--- src/rtl/chip8_keypad_scanner.sv ---
// 4x4 hex keypad scanner: drives one row at a time, debounces every key and
// emits a debounced CHIP-8 key vector plus a one-cycle press event with its code.
module chip8_keypad_scanner #(
    parameter int SETTLE_CYCLES  = 1000,
    parameter int DEBOUNCE_SCANS = 4
) (
    input  logic        clk_clk,
    input  logic        reset_reset,
    input  logic        scan_enable,
    input  logic [3:0]  col_n,
    output logic [3:0]  row_n,
    output logic [15:0] key_state,
    output logic        key_press_valid,
    output logic [3:0]  key_press_code
);

    localparam int PH_W  = $clog2(SETTLE_CYCLES);
    localparam int CNT_W = (DEBOUNCE_SCANS > 1) ? $clog2(DEBOUNCE_SCANS) : 1;
    localparam logic [PH_W-1:0]  PH_LAST  = PH_W'(SETTLE_CYCLES - 1);
    localparam logic [CNT_W-1:0] CNT_LAST = CNT_W'(DEBOUNCE_SCANS - 1);

    // Nibble (row*4 + col) holds the CHIP-8 code of that matrix position.
    localparam logic [63:0] KEY_MAP = 64'hFB0A_E987_D654_C321;

    typedef enum logic {
        ST_PAUSE = 1'b0,
        ST_DRIVE = 1'b1
    } state_e;

    state_e            state_q, state_d;
    logic [1:0]        row_q, row_d;
    logic [PH_W-1:0]   phase_q, phase_d;
    logic [3:0]        col_meta_q, col_sync_q;
    logic [CNT_W-1:0]  cnt_q [16];
    logic [CNT_W-1:0]  cnt_d [16];
    logic [15:0]       key_state_q, key_state_d;
    logic              press_valid_q, press_valid_d;
    logic [3:0]        press_code_q, press_code_d;

    logic              sample;
    logic [3:0]        key_idx;
    logic              raw;
    logic              found;

    assign sample = (state_q == ST_DRIVE) && scan_enable && (phase_q == PH_LAST);

    // NOTE: every variable gets its hold value first so no path through the
    // block leaves it unassigned; otherwise synthesis infers a latch.
    always_comb begin
        state_d = state_q;
        row_d   = row_q;
        phase_d = phase_q;
        if (!scan_enable) begin
            state_d = ST_PAUSE;
            phase_d = '0;
        end else if (state_q == ST_PAUSE) begin
            state_d = ST_DRIVE;
            phase_d = '0;
        end else if (phase_q == PH_LAST) begin
            row_d   = row_q + 2'd1;
            phase_d = '0;
        end else begin
            phase_d = phase_q + PH_W'(1);
        end
    end

    always_comb begin
        cnt_d         = cnt_q;
        key_state_d   = key_state_q;
        press_valid_d = 1'b0;
        press_code_d  = press_code_q;
        key_idx       = 4'h0;
        raw           = 1'b0;
        found         = 1'b0;
        if (sample) begin
            for (int c = 0; c < 4; c++) begin
                key_idx = KEY_MAP[{row_q, 2'(c), 2'b00} +: 4];
                raw     = ~col_sync_q[c];
                if (raw == key_state_q[key_idx]) begin
                    cnt_d[key_idx] = '0;
                end else if (cnt_q[key_idx] == CNT_LAST) begin
                    cnt_d[key_idx]       = '0;
                    key_state_d[key_idx] = raw;
                    // Only the lowest-column new press of this row is reported.
                    if (raw && !found) begin
                        found         = 1'b1;
                        press_valid_d = 1'b1;
                        press_code_d  = key_idx;
                    end
                end else begin
                    cnt_d[key_idx] = cnt_q[key_idx] + CNT_W'(1);
                end
            end
        end
    end

    // NOTE: sequential state uses non-blocking assignments so all flops see
    // pre-edge values and simulation matches the synthesized registers.
    always_ff @(posedge clk_clk) begin
        if (reset_reset) begin
            state_q       <= ST_DRIVE;
            row_q         <= 2'd0;
            phase_q       <= '0;
            col_meta_q    <= 4'hF;
            col_sync_q    <= 4'hF;
            key_state_q   <= '0;
            press_valid_q <= 1'b0;
            press_code_q  <= 4'h0;
            // NOTE: the debounce counter array is reset explicitly so a reset
            // mid-debounce discards partial progress toward a flip.
            for (int k = 0; k < 16; k++) cnt_q[k] <= '0;
        end else begin
            state_q       <= state_d;
            row_q         <= row_d;
            phase_q       <= phase_d;
            col_meta_q    <= col_n;
            col_sync_q    <= col_meta_q;
            key_state_q   <= key_state_d;
            press_valid_q <= press_valid_d;
            press_code_q  <= press_code_d;
            cnt_q         <= cnt_d;
        end
    end

    assign row_n           = (state_q == ST_DRIVE) ? ~(4'b0001 << row_q) : 4'hF;
    assign key_state       = key_state_q;
    assign key_press_valid = press_valid_q;
    assign key_press_code  = press_code_q;

endmodule

--- config.mk ---
export PLATFORM = sky130hd
export DESIGN_NAME = chip8_keypad_scanner
export DESIGN_NICKNAME = d
export VERILOG_FILES = /design/src/rtl/chip8_keypad_scanner.sv
export SDC_FILE = /design/constraint.sdc
export NUM_CORES = 1
export LEC_CHECK = 0
export ABC_AREA = 1
export BUFFER_PORTS_ARGS = -buffer_cell sky130_fd_sc_hd__buf_4
export CORE_AREA = 10 10 134 136
export DETAILED_ROUTE_END_ITERATION = 8
export DIE_AREA = 0 0 144 146
export PLACE_DENSITY = 0.66
export SKIP_LAST_GASP = 1
export SYNTH_ARGS = -nofsm -noshare
export SYNTH_HDL_FRONTEND = slang
export SYNTH_SLANG_ARGS = --single-unit
--- constraint.sdc ---
create_clock -name clk_clk -period 5.64 [get_ports clk_clk]
set_input_delay 0.564 -clock clk_clk [delete_from_list [all_inputs] [get_ports clk_clk]]
set_output_delay 0.564 -clock clk_clk [all_outputs]
set_load 0.005 [all_outputs]
==> reports/metrics.cfg <==
[status]
status=complete, no violations

[clock_tree]
clkLatencyLatePin_ns=0.37
clk_path_buf_depth=2
cts-resized-gates=0
tritoncts=built
cts_buffers=9
path_clk_slew_ns=0.07
cts_setup_buffers=0
clkSinkCount=74
htreeDepth=3
holdBufCountCts=0
cts-root-buf=clkbuf_16

[global_route]
grt_pass1_wl_um=36250
grt_max_degree=43
antenna_found_initial=0
overflow=0
grt_pass1_vias=6370
grtUsageTotal=0.2191

[final_layout]
synthToLayoutAreaGrowth_pct=9.172
utilization=0.4242
fillers=1657
final_cells=1196
fin_nets=1019
final_cell_area_um2=6568
num_antenna_cells=0
drive_gt1_frac=0.09562

[logic_synthesis]
synth_area_leaders=dfxtp_1 25%, nand2_1 14%, a21oi_1 12%
synthTopCellsByCount=229 x nand2_1, 146 x a21oi_1, 107 x o21ai_0
synth_edf_count=0
syn_nets=1026
ys.flop_type=dfxtp_1
yosys.area.top_type=dfxtp_1
ys_types=49
synth_cells=1006
synthArstFlopShare=0
yosys.cell_count.top_type=nand2_1
synth.yosys.seq_area_share=0.2463
syn_area_um2=6016
ys_warn_count=0
synth_area_per_cell_um2=5.980
yosys.area.top_type_share=0.2463
ys_ff_latch=74

[min_path]
hold_end=col_meta_q[3]
hp-class=in2reg
whs_path_depth=2
hold_start=col_n[3]

[pwr]
total_power_mw=1.147
p_leak_nw=2.718
pwr-share-clk=0.512
swShare=0.2634
intPower_mw=0.8449
max-vdd-ir-drop_mv=0.1507
p_comb_frac=0.027
power_switching_mw=0.3022
powerDensity_nw_per_um2=174.6
seqPwrFrac=0.461

[placement]
port_buffers=31
place.gp.congestion=1.007
hpwlAfterDp_um=16230
placed_cell_area_um2=6276
dp.cells=1180

[critical_path]
cpPeakStageDelay_ns=0.63
crit_arrival_ns=4.89
cp_top_family=simple AND/OR/NAND/NOR gates
end_kind=flip-flop
crit_path_max_fanout=33
cp.depth=19
crit_top_cell=nand2_1
rr_worst_depth=19
critPathLaunchType=flip-flop
r2r_start=row_q[0]
crit_slowest_cell=nor2_4
crit_chain=inv_1 > ha_1 > buf_4 > nor2_4 > nand2_1 > o211ai_1 > nand3_1 > nand2_1 > a31oi_1 > a221oi_1 > ha_1 > inv_1 > nor2_1 > nand2_2 > nor2_2 > nand2_1 > o221ai_1 > nand2_1 > a21oi_1
path_buf_inv=3
cp.required_ns=5.94
crit_type=reg2reg
r2r-end=key_state[12]
reg2reg_setup_slack_ns=1.05

[floorplan]
die-width_um=144
die_h_um=146
ios=32
initial_utilization=0.3886
die_area_um2=21020
core_area_um2=15480
row_count=46

[sta]
finalClockSkew_ns=0.01028
worst_pin_slew_ns=0.8298
rsz0062_at_grt=no
max_freq_ghz=0.2180
period_minus_slack_ns=4.587
fin_tns_setup_ns=0
hold_viol_final=0
finalSetupViolCount=0
post-route-period-util=0.8132
drv_slew=0
slew_headroom=0.4462

[detailed_routing]
num_vias=7150
finalWirelength_um=23600
drt_pass1_iterations=6
via_per_inst=5.978
ant_nets=0
first_iter_violations=1125
drc=0
wl_per_cell_um=19.73

[run]
maxCapViolCount=0

-- per-layer routing --
metal,part of all wire,GRT usage,up-vias
met2,0.44,0.3324,477
li1,-,-,3391
met3,0.11,0.03198,99
met5,0,0,-
met4,0.053,0.1369,0
met1,0.40,0.2831,3183
-- worst max path at each step --
| stage | startpoint | endpoint | slack, ns |
|---|---|---|---|
| global route | row_q[0] | key_state[12] | 0.73 |
| CTS | row_q[0] | key_state[15] | 1.18 |
| detailed placement | row_q[0] | key_state[12] | 1.20 |
| global placement | row_q[0] | key_state[15] | 1.32 |
| floorplan | row_q[1] | key_state[12] | 1.70 |
| finish | row_q[0] | key_state[12] | 1.05 |
-- metrics by stage --
stage                     hold slack (ns)  worst slack [ns]
after floorplan                    0.3895             1.702
after global placement             0.3926             1.321
after detailed placement           0.3923             1.195
after CTS                          0.3712             1.180
after global routing               0.3888            0.7266
final                              0.3789             1.053
-- cell usage in the layout, fill, tap and decap left out, drive strengths merged --
master	n
o311ai	1
o21ai	145
clkbuf	9
xor2	2
a21boi	1
buf	41
nor3	10
a21o	1
dfxtp	74
a21oi	147
a32oi	1
clkinv	5
ha	13
nand2	240
o22ai	5
and3	1
a221oi	2
inv	111
nor3b	2
and2	1
nand3b	2
nand4	8
a32o	1
nor2	63
o31ai	1
o21a	3
nand3	61
a31oi	8
a22oi	2
or2	11
o211ai	22
xnor2	1
o21bai	1
o221ai	7
a211oi	1
-- power groups by stage --
stage	Combinational [mW]	Sequential (mW)	Clock, mW
after floorplan	0.0182	0.539	0
after global placement	0.0300	0.541	0
after detailed placement	0.0301	0.541	0
after CTS	0.0302	0.529	0.600
after global routing	0.0330	0.529	0.612
final	0.0305	0.529	0.588
-- cells by family after synthesis --
group,after synthesis,synth area share
adders and majority gates,13,0.02704
buffers and inverters,168,0.1169
AOI/OAI and AO/OA,349,0.3147
and+or+nand+nor,399,0.2908
xor gates and xnor gates,3,0.004369
DFF,74,0.2463
-- state kept, by name (all words and copies together) (netlist names) --
name and flops:
key_press_valid 1, state_q 1, col_meta_q 4, key_press_code 4, key_state 16, phase_q 10, col_sync_q 4, cnt_q 32
row_q 2
-- area by class of cell --
cell class                 instances  area [um^2]  share of cell area
tap                              192        240.2             0.03658
clock buffer                       9        225.2             0.03429
timing repair buffer              41        307.8             0.04687
sequential                        74         1481              0.2256
inverter                         109        412.9             0.06287
multi-input combinational        764         3834              0.5837
clock inverter                     7        66.31             0.01010
Note: power is estimated with default switching activity, not from simulation.
